## src/rtl/parity_frame_tx.sv

```systemverilog
// parity_frame_tx
//   Serial transmitter for one 9-bit parity-extended word per frame.
//   Line format: start(0), data[0..7] LSB first, parity (din[8]), STOP_BITS x stop(1).
//   Every bit is held for CLKS_PER_BIT clock cycles. The parity bit goes out as supplied.
//
// Ports
//   clk        system clock, rising edge
//   rst        asynchronous reset, active high
//   din        [8] parity bit, [7:0] data; sampled only when a word is accepted
//   din_valid  din holds a word to send
//   din_ready  high exactly while idle; a word is taken when din_valid is also high
//   tx         serial line, idles high
//   busy       frame in progress
//   done       one-cycle pulse after the last stop bit
module parity_frame_tx #(
   parameter int CLKS_PER_BIT = 4,
   parameter int STOP_BITS    = 1
) (
   input  logic       clk,
   input  logic       rst,
   input  logic [8:0] din,
   input  logic       din_valid,
   output logic       din_ready,
   output logic       tx,
   output logic       busy,
   output logic       done
);

   typedef enum logic [2:0] {
      st_idle, st_start, st_data, st_parity, st_stop
   } state_t;

   localparam logic [15:0] DIV_TC = 16'(CLKS_PER_BIT - 1);
   localparam logic        SB_TC  = 1'(STOP_BITS - 1);

   state_t      state, state_nxt;
   logic [15:0] div, div_nxt;
   logic [2:0]  idx, idx_nxt;
   logic        sb, sb_nxt;
   logic [8:0]  shreg;
   logic        accept, tc;
   logic        tx_nxt, busy_nxt, ready_nxt, done_nxt;

   assign accept = (state == st_idle) && din_valid;
   assign tc     = (div == DIV_TC);

   // State register. Outputs are registered from their next values so that
   // tx already shows the start bit in the cycle following the accept edge.
   always_ff @(posedge clk or posedge rst) begin
      if (rst) begin
         state     <= st_idle;
         div       <= '0;
         idx       <= '0;
         sb        <= 1'b0;
         shreg     <= '0;
         tx        <= 1'b1;
         busy      <= 1'b0;
         din_ready <= 1'b1;
         done      <= 1'b0;
      end else begin
         state     <= state_nxt;
         div       <= div_nxt;
         idx       <= idx_nxt;
         sb        <= sb_nxt;
         if (accept) shreg <= din;
         tx        <= tx_nxt;
         busy      <= busy_nxt;
         din_ready <= ready_nxt;
         done      <= done_nxt;
      end
   end

   // Next-state logic. The divider restarts whenever the bit on the line changes.
   always_comb begin
      state_nxt = state;
      div_nxt   = tc ? '0 : div + 16'd1;
      idx_nxt   = idx;
      sb_nxt    = sb;
      unique case (state)
         st_idle: begin
            div_nxt = '0;
            idx_nxt = '0;
            sb_nxt  = 1'b0;
            if (accept) state_nxt = st_start;
         end
         st_start: if (tc) begin
            state_nxt = st_data;
            idx_nxt   = '0;
         end
         st_data: if (tc) begin
            if (idx == 3'd7) state_nxt = st_parity;
            else             idx_nxt   = idx + 3'd1;
         end
         st_parity: if (tc) begin
            state_nxt = st_stop;
            sb_nxt    = 1'b0;
         end
         st_stop: if (tc) begin
            if (sb == SB_TC) state_nxt = st_idle;
            else             sb_nxt    = 1'b1;
         end
         default: state_nxt = st_idle;
      endcase
   end

   // Output logic: values the registered outputs take after this edge.
   always_comb begin
      tx_nxt    = 1'b1;
      busy_nxt  = (state_nxt != st_idle);
      ready_nxt = (state_nxt == st_idle);
      done_nxt  = (state == st_stop) && (state_nxt == st_idle);
      unique case (state_nxt)
         st_start:  tx_nxt = 1'b0;
         st_data:   tx_nxt = shreg[idx_nxt];
         st_parity: tx_nxt = shreg[8];
         default:   tx_nxt = 1'b1;
      endcase
   end

endmodule

```

## config.mk

```make
export PLATFORM = sky130hd
export DESIGN_NAME = parity_frame_tx
export DESIGN_NICKNAME = d
export VERILOG_FILES = /design/src/rtl/parity_frame_tx.sv
export SDC_FILE = /design/constraint.sdc
export NUM_CORES = 1
export LEC_CHECK = 0
export BUFFER_PORTS_ARGS = -buffer_cell sky130_fd_sc_hd__buf_2
export CORE_ASPECT_RATIO = 0.75
export CORE_MARGIN = 3
export CORE_UTILIZATION = 62
export DETAILED_ROUTE_END_ITERATION = 8
export GPL_ROUTABILITY_DRIVEN = 0
export PLACE_DENSITY = 0.83
export SLEW_MARGIN = 20
export SYNTH_ARGS = -nofsm -noshare
export SYNTH_HDL_FRONTEND = slang
export SYNTH_SLANG_ARGS = --single-unit
```

## constraint.sdc

```tcl
create_clock -name clk -period 5.6 [get_ports clk]
set_clock_uncertainty 0.1 [all_clocks]
set_input_delay 1.12 -clock clk [delete_from_list [all_inputs] [get_ports clk]]
set_output_delay 1.12 -clock clk [all_outputs]
set_load 0.05 [all_outputs]
```

### Word level (Yosys, flattened, before mapping)

Index checks and enable logic that the tools add are counted.

| storage, ports and cells | value |
|---|---|
| register bits | 36 |
| latch bits | 0 |
| bits in writable memories | 0 |
| bits in read-only memories | 0 |
| input port bits | 12 |
| logic and storage cells | 51 |
| memories kept | 0 |

| operators by class | value |
|---|---|
| add/subtract/negate cells | 2 |
| multiply operators | 0 |
| divide/modulo/power cells | 0 |
| magnitude comparators | 1 |
| eq/ne operators | 11 |
| shifts and indexed selects | 0 |
| mux-type cells | 21 |
| bitwise logic cells | 0 |
| reductions and logical operators | 7 |

Operators with widths:

| cell | number |
|---|---|
| 2-to-1 mux 16 bit | 2 |
| 2-to-1 mux 3 bit | 10 |
| adder 16 x 1 -> 16 bit, second input constant | 1 |
| equality test 16 x 2 -> 1 bit, second input constant | 1 |
| case mux 3 bit (5 select lines) | 1 |
| equality test 3 x 2 -> 1 bit, second input constant | 4 |
| case mux 3 bit (3 select lines) | 1 |
| equality test 3 x 1 -> 1 bit, second input constant | 2 |
| equality test 3 bit, second input constant | 2 |
| zero test 3 bit | 2 |
| case mux 1 bit (3 select lines) | 2 |
| nonzero test 3 bit | 2 |
| less-than comparator 3 x 5 -> 1 bit, second input constant | 1 |
| 2-to-1 mux 1 bit | 4 |
| inequality test 2 bit, second input constant | 2 |
| adder 3 x 1 -> 3 bit, second input constant | 1 |
| binary-select mux 1 bit (select 3 bit) | 1 |
| AND reduction 3 bit | 1 |
| logical AND 1 bit | 2 |

### Longest topological paths before layout

Gate-level depths: netlist of the first run.

| logic depth | value |
|---|---|
| word-level depth | 7 |
| mapped depth | 11 |

### Worst setup path after synthesis of the first run

OpenSTA, ideal clock, no wires.

| timing path | value |
|---|---|
| path kind | reg2reg |
| start point | register div[0] |
| end point | register tx |
| library setup time | 0.077 ns |
| arrival time | 2.029 ns |
| required time | 5.423 ns |
| path slack | 3.394 ns |
| stages on the path, launching flop included | 12 |
| path buffers | 2 |
| cell sequence | dfrtp_1 ha_1 nor4b_2 and4_1 buf_4 a21oi_2 a221o_1 buf_6 mux2i_1 mux2i_1 mux2i_1 a31oi_1 |

| on the way | value |
|---|---|
| longest elaborated chain between the ends | 6 |
| elaborated cells on any way between the ends | 15 |

Ends and longest elaborated chain:

| element | RTL line | RTL |
|---|---|---|
| from (decl) | 37 | `logic [15:0] div, div_nxt;` |
| from (signal assigned) | 62 | `div <= div_nxt;` |
| equality test 16 x 2 -> 1 bit (*) | 45 | `assign tc = (div == DIV_TC);` |
| 2-to-1 mux 3 bit, on equally long branches | 90, 86 |  |
| case mux 3 bit (3 select lines) (*) | 79 | `unique case (state)` |
| via idx_nxt[0] | 38 | `logic [2:0] idx, idx_nxt;` |
| binary-select mux 1 bit (select 3 bit) (*) | 114 | `st_data: tx_nxt = shreg[idx_nxt];` |
| 2-to-1 mux 1 bit (implied by the code) (*) | 114 |  |
| case mux 1 bit (3 select lines) (*) | 112 | `unique case (state_nxt)` |
| via tx_nxt | 42 | `logic tx_nxt, busy_nxt, ready_nxt, done_nxt;` |
| to (signal assigned) | 66 | `tx <= tx_nxt;` |
| to (decl) | 24 | `output logic tx,` |

The timed path passes the listed nets; every way through them passes the cells marked *. The select of a mux whose other input is x is not followed.
A chain may end at the register's enable or synchronous reset.

### Worst setup path after layout of the first run

| timing path | value |
|---|---|
| start point | register div[0] |
| end point | register tx |

| on the way | value |
|---|---|
| longest elaborated chain between the ends | 6 |
| elaborated cells on any way between the ends | 15 |

Ends and longest elaborated chain:

| element | RTL line |
|---|---|
| equality test 16 x 2 -> 1 bit (*) | 45 |
| 2-to-1 mux 3 bit, on equally long branches | 90, 86 |
| case mux 3 bit (3 select lines) | 79 |
| binary-select mux 1 bit (select 3 bit) | 114 |
| 2-to-1 mux 1 bit (implied by the code) | 114 |
| case mux 1 bit (3 select lines) (*) | 112 |
| via tx_nxt | 42 |

Marks and branches as above.

==> impl_metrics.toml, run 1 <==
[outcome]
status = "finished, final reports clean"

[synthesis]
synth_compound_area_share_pct = 7.80
synth_top_cells_by_area = "dfrtp_1 49%, mux2_2 6.0%, mux2i_1 4.8%"
synth-edff-count = 0
synthAdderAreaFrac_pct = 1.48
synth_top_family_by_area = "simple AND/OR/NAND/NOR gates"
yosysTopAreaCell = "dfrtp_1"
synth_most_common_cell = "dfrtp_1"
syn_nets = 173
muxShareOfSynthArea_pct = 10.8
yosys.area_share.simple_pct = 19.5
ys_seq_area_share_pct = 52.1
ys_types = 37
synthArstFlopShare_pct = 100
synth_common_cells = "33 x dfrtp_1, 18 x nor2_1, 14 x nand2_1"
ys.flop_type = "dfrtp_1"
ys_seq_elements = 35
synthCells = 159
syn_area_per_cell_um2 = 10.6
ys_warn_count = 0
synth_xor_area_share_pct = 5.20
synth_area_um2 = 1690
synth_top_area_share_pct = 49.0

[final_layout]
finalNetCount = 191
drive_gt1_share_pct = 23.6
area_growth_pct = 11.0
antenna_cells = 0

[clock_network]
post-cts-setup-buffers = 0
cts_resized = 0
clock_path_buffers = 2
tritoncts = "built"
postCtsHoldBufs = 0
clk_pin_slew_worst_paths_ns = 0.10
cts.sinks = 35
cts-buffers-inserted = 5
cts_root_buf = "clkbuf_4"
clock_latency_ns = 0.32
cts_max_level = 2

[setup_path]
critPathArrivalTime_ns = 2.79
crit_path_start_kind = "flip-flop"
required_ns = 5.74
critPathMaxFanout = 5
worstSetupEndpointType = "flip-flop"
worst-setup-path-type = "flip-flop to flip-flop"

[power_and_ir_drop]
p_per_area_nw_per_um2 = 303
irDropWorstVdd_mv = 0.228
p_leak_uw = 0.000839

[timing]
setup_slack_ns = 2.96
final_max_slew_viol_count = 0
setup_tns_ns = 0
fin_hold_ws_ns = 0.401
period_minus_slack_ns = 2.64
rsz0062_at_grt = "no"
finalHoldViolations = 0
fmax_mhz = 379
post-route-period-util_pct = 47.2
worst_slew_pin_slew_ns = 0.720
setup_violations = 0
relSlewSlack_pct = 51.7

[grt]
antenna_found_initial = 0
grt_pass1_vias = 1220
grt-ovfl-total = 0
grt_max_degree = 36
track_usage_pct = 21.6
grt_pass1_wl_um = 5520

[place]
dpl.hpwl_um = 2330
port_buffers = 15
pre_cts_slack_ns = 3.00

[die]
pin_count = 16
die_h_um = 51.2
core.rowCount = 15
core-area_um2 = 2440
die_width_um = 66.2
start_util_pct = 69.1
die_area_um2 = 3390

[routing]
routedWlPerCell_um = 14.6
route.detailed.drc = 0
final_antenna_net_count = 0
drt-total-wl_um = 3090
avgViaCountPerCell = 5.75
vias = 1220
drt-initial-drc-count = 125
drt_pass1_iterations = 4

[min_path]
hold_path_class = "flip-flop to flip-flop"

[flow_run]
maxCapViolCount = 0
[power by group]
part | switching [uW] | internal [uW] | total [uW]
registers | 14.4 | 274 | 288
clock network | 79.6 | 106 | 185
logic | 57.1 | 35.9 | 93.0
[stage by stage]
| step | cells | utilization (%) | instance area [um^2] | power, uW |
|---|---|---|---|---|
| floorplan | 159 | - | 1690 | 362 |
| global placement | 204 | 73.1 | 1780 | 381 |
| detailed placement | 204 | 73.1 | 1780 | 386 |
| CTS | 212 | 76.7 | 1870 | 571 |
| global route | 212 | 76.7 | 1870 | 596 |
| finish | 212 | 76.7 | 1870 | 566 |
[cell type report]
class	count	area [um^2]
Clock inverter	2	35.0
Inverter	5	18.8
Multi-Input combinational cell	113	754
Timing Repair Buffer	17	90.1
Clock buffer	6	51.3
Tap cell	34	42.5
Sequential cell	35	878
Fill cell	171	569
[critical path: stages (launching register included)]
cell and delay [ns]:
dfrtp_1 0.40, ha_1 0.23, nor4b_1 0.27, nand4_1 0.26
nor4b_1 0.38, a221o_1 0.33, mux2i_1 0.26, mux2i_1 0.10
mux2i_1 0.14, a31oi_1 0.10
[cell usage in the layout (no fill, tap or decap), drive strengths merged]
master   n
clkbuf   6
buf     17
xnor2    3
and3     4
inv      5
nor3     3
clkinv   1
nand4    4
and4     1
nor2    18
nand3    3
nor4b    3
mux2i    8
and2     1
or3      6
mux2     9
nand2   14
o21ai    6
bufinv   1
a21oi    7
dfrtp   33
a221o    1
nand2b   2
a211oi   1
xor2     7
a31oi    2
o22ai    1
o31ai    1
dfstp    2
a21o     2
nor4     4
ha       2
[final timing paths]
path,startpoint,to,slack [ns],cells after the start
worst max-delay path,div[0],tx,2.96,9
worst min-delay path,div[0],div[0],0.40,1
worst max register to register,div[0],tx,2.96,9
worst min register to register,div[0],div[0],0.40,1
max in group asynchronous,rst,din_ready,4.29,3
min in group asynchronous,rst,div[1],0.77,3
[cells by family (layout without fill, tap and decap cells)]
| kind of cell | count (synthesis) | after routing |
|---|---|---|
| flip-flops | 35 | 35 |
| XOR/XNOR | 10 | 10 |
| AO/OA/AOI/OAI | 21 | 21 |
| multiplexers | 17 | 17 |
| AND/OR/NAND/NOR | 63 | 63 |
| adder cells (fa/ha/maj) | 2 | 2 |
| buffers and inverters | 11 | 30 |
[per-layer routing]
| metal | up-vias | GRT usage, % | wire (um) |
|---|---|---|---|
| met5 | - | 0 | 0 |
| met4 | 0 | 4.73 | 0 |
| met3 | 0 | 5.49 | 130 |
| met2 | 22 | 31.8 | 1430 |
| met1 | 599 | 32.4 | 1530 |
| li1 | 599 | - | - |
[registers in the layout, summed over array words and instances, names as in the netlist]
name and cells:
state 3, done 1, din_ready 1, busy 1
tx 1, shreg 9, div 16, idx 3
(Power assumes the default switching activity.)
==> inputs of run 2 (changes only) <==
- CORE_UTILIZATION: 62 -> 57
- PLACE_DENSITY: 0.83 -> 0.77
- clock period: 5.6 -> 2.6 ns (I/O delays scaled with it)
==> run 2 against run 1 <==
Against the previous run:
- highest routed layer is now met4
- die area rose by 7.8%
- count of clock-buffer cells in the layout rose by 2
- critical path depth fell by 1
- critical endpoint unchanged
==> impl_metrics.toml, run 2 (same netlist as run 1, synthesis figures left out) <==
[outcome]
status = "finished, final reports clean"

[place]
dpl.hpwl_um = 2390
placed_area_um2 = 1790
port_buffers = 15

[routing]
drt_pass1_iterations = 4
routedWlPerCell_um = 15.5
final_antenna_net_count = 0
drt-total-wl_um = 3360
route.detailed.drc = 0
avgViaCountPerCell = 5.88
drt-initial-drc-count = 111
vias = 1270

[final_layout]
drive_gt1_share_pct = 26.7
top_register = "div"
ff_latch_area_um2 = 878
fill_cells = 214
reg.largest.list = "div: 16 flops, shreg: 9 flops"
area_growth_pct = 13.8
multiInputGateArea_um2 = 771
final_cell_area_um2 = 1920
final_cell_mix = "33 x dfrtp_1, 18 x nor2_1, 15 x buf_2, 14 x nand2_1, 9 x mux2_2"
layout_commonest_cell = "dfrtp_1"
antenna_cells = 0
largest_register_ffs = 16
finalNetCount = 193

[setup_path]
critPathMaxFanout = 6
r2r_end = "tx"
required_ns = 2.72
timing.rr.start = "div[11]"
r2r_cells = 8
worst-setup-path-type = "flip-flop to flip-flop"
crit_path_start_kind = "flip-flop"
worstSetupEndpointType = "flip-flop"
rrSetupSlack_ns = 0.13
critPathArrivalTime_ns = 2.58

[clock_network]
cts_root_buf = "clkbuf_8"
cts_max_level = 2
clk_pin_slew_worst_paths_ns = 0.06
postCtsHoldBufs = 0
clock_path_buffers = 2
cts.sinks = 35
cts-buffers-inserted = 5
clock_latency_ns = 0.29
tritoncts = "built"

[power_and_ir_drop]
power_frac_seq_pct = 49.6
p_leak_uw = 0.000856
p_per_area_nw_per_um2 = 656
combPwrFrac_pct = 16.8
share_clk_of_total_power_pct = 33.6
p_sw_uw = 338
p_int_uw = 919
swShare_pct = 26.9
irDropWorstVdd_mv = 0.388

[timing]
fin_hold_ws_ns = 0.217
post-route-period-util_pct = 94.8
fmax_mhz = 406
rsz0062_at_grt = "no"
worst_slew_pin_slew_ns = 0.707
finalHoldViolations = 0
setup_violations = 0
period_minus_slack_ns = 2.47
relSlewSlack_pct = 52.6
final_max_slew_viol_count = 0

[grt]
track_usage_pct = 21.4
busiest_layer = "met2"
grt_pass1_vias = 1157
grt_max_degree = 36
grt-ovfl-total = 0
grt_pass1_wl_um = 5360
globalRouteMet2Util_pct = 32.8
antenna_found_initial = 0
grt_use_met1_pct = 26.6
grtUsageMet3_pct = 9.34

[die]
start_util_pct = 61.9
pin_count = 16
core-area_um2 = 2720
core.rowCount = 16
die_area_um2 = 3650
die_width_um = 68.8
die_h_um = 53.1

[min_path]
hold_path_class = "input pin to asynchronous set/reset pin"

[flow_run]
maxCapViolCount = 0
run 2: worst max path at each step:
stage	from	to	slack (ns)	cells after the start
floorplan	div[0]	tx	0.39	11
global placement	div[0]	tx	0.25	9
detailed placement	div[0]	tx	-0.02	9
CTS	div[0]	tx	0.02	9
global route	div[11]	tx	0.02	8
finish	div[11]	tx	0.13	8
run 2: power by group through the flow:
stage	clock network [uW]	logic [uW]	registers [uW]
final	423	211	624
after global routing	466	234	628
after CTS	441	204	623
after detailed placement	0	201	633
after global placement	0	190	630
after floorplan	0	133	646
run 2: stage by stage:
stage / std cells / setup WS (ns) / setup TNS (ns) / power [uW] / utilization [%]
6_report: 216 / 0.135 / 0 / 1260 / 70.5
3_3_place_gp: 206 / 0.249 / 0 / 821 / 65.6
2_1_floorplan: 159 / 0.394 / 0 / 779 / -
3_5_place_dp: 206 / -0.0192 / -0.0192 / 834 / 65.6
4_1_cts: 215 / 0.0224 / 0 / 1270 / 69.6
5_1_grt: 216 / 0.0163 / 0 / 1330 / 70.5
run 2: critical path, stage by stage (launching register included):
cell     delay, ns
dfrtp_1       0.44
nor4_1        0.38
and4_4        0.32
nand2_1       0.11
a221o_2       0.42
mux2i_1       0.16
mux2i_1       0.18
mux2i_1       0.10
a31oi_1       0.18
run 2: layout make-up:
| cell class | count | share of cell area [%] |
|---|---|---|
| clock buffer | 8 | 5.22 |
| inverter | 5 | 0.978 |
| multi-input combinational | 113 | 40.2 |
| sequential | 35 | 45.8 |
| tap | 36 | 2.35 |
| timing repair buffer | 19 | 5.48 |
run 2: repair_timing:
item | CTS | global route
setup endpoints to repair | 1 | 1
pin swaps | 1 | 2
resized for setup | 0 | 6
setup buffers | 1 | 1
run 2: per-layer routing:
| layer | up-vias | part of all wire [%] |
|---|---|---|
| li1 | 599 | - |
| met1 | 609 | 42 |
| met2 | 52 | 48 |
| met3 | 10 | 7.9 |
| met4 | 0 | 1.8 |
| met5 | - | 0 |
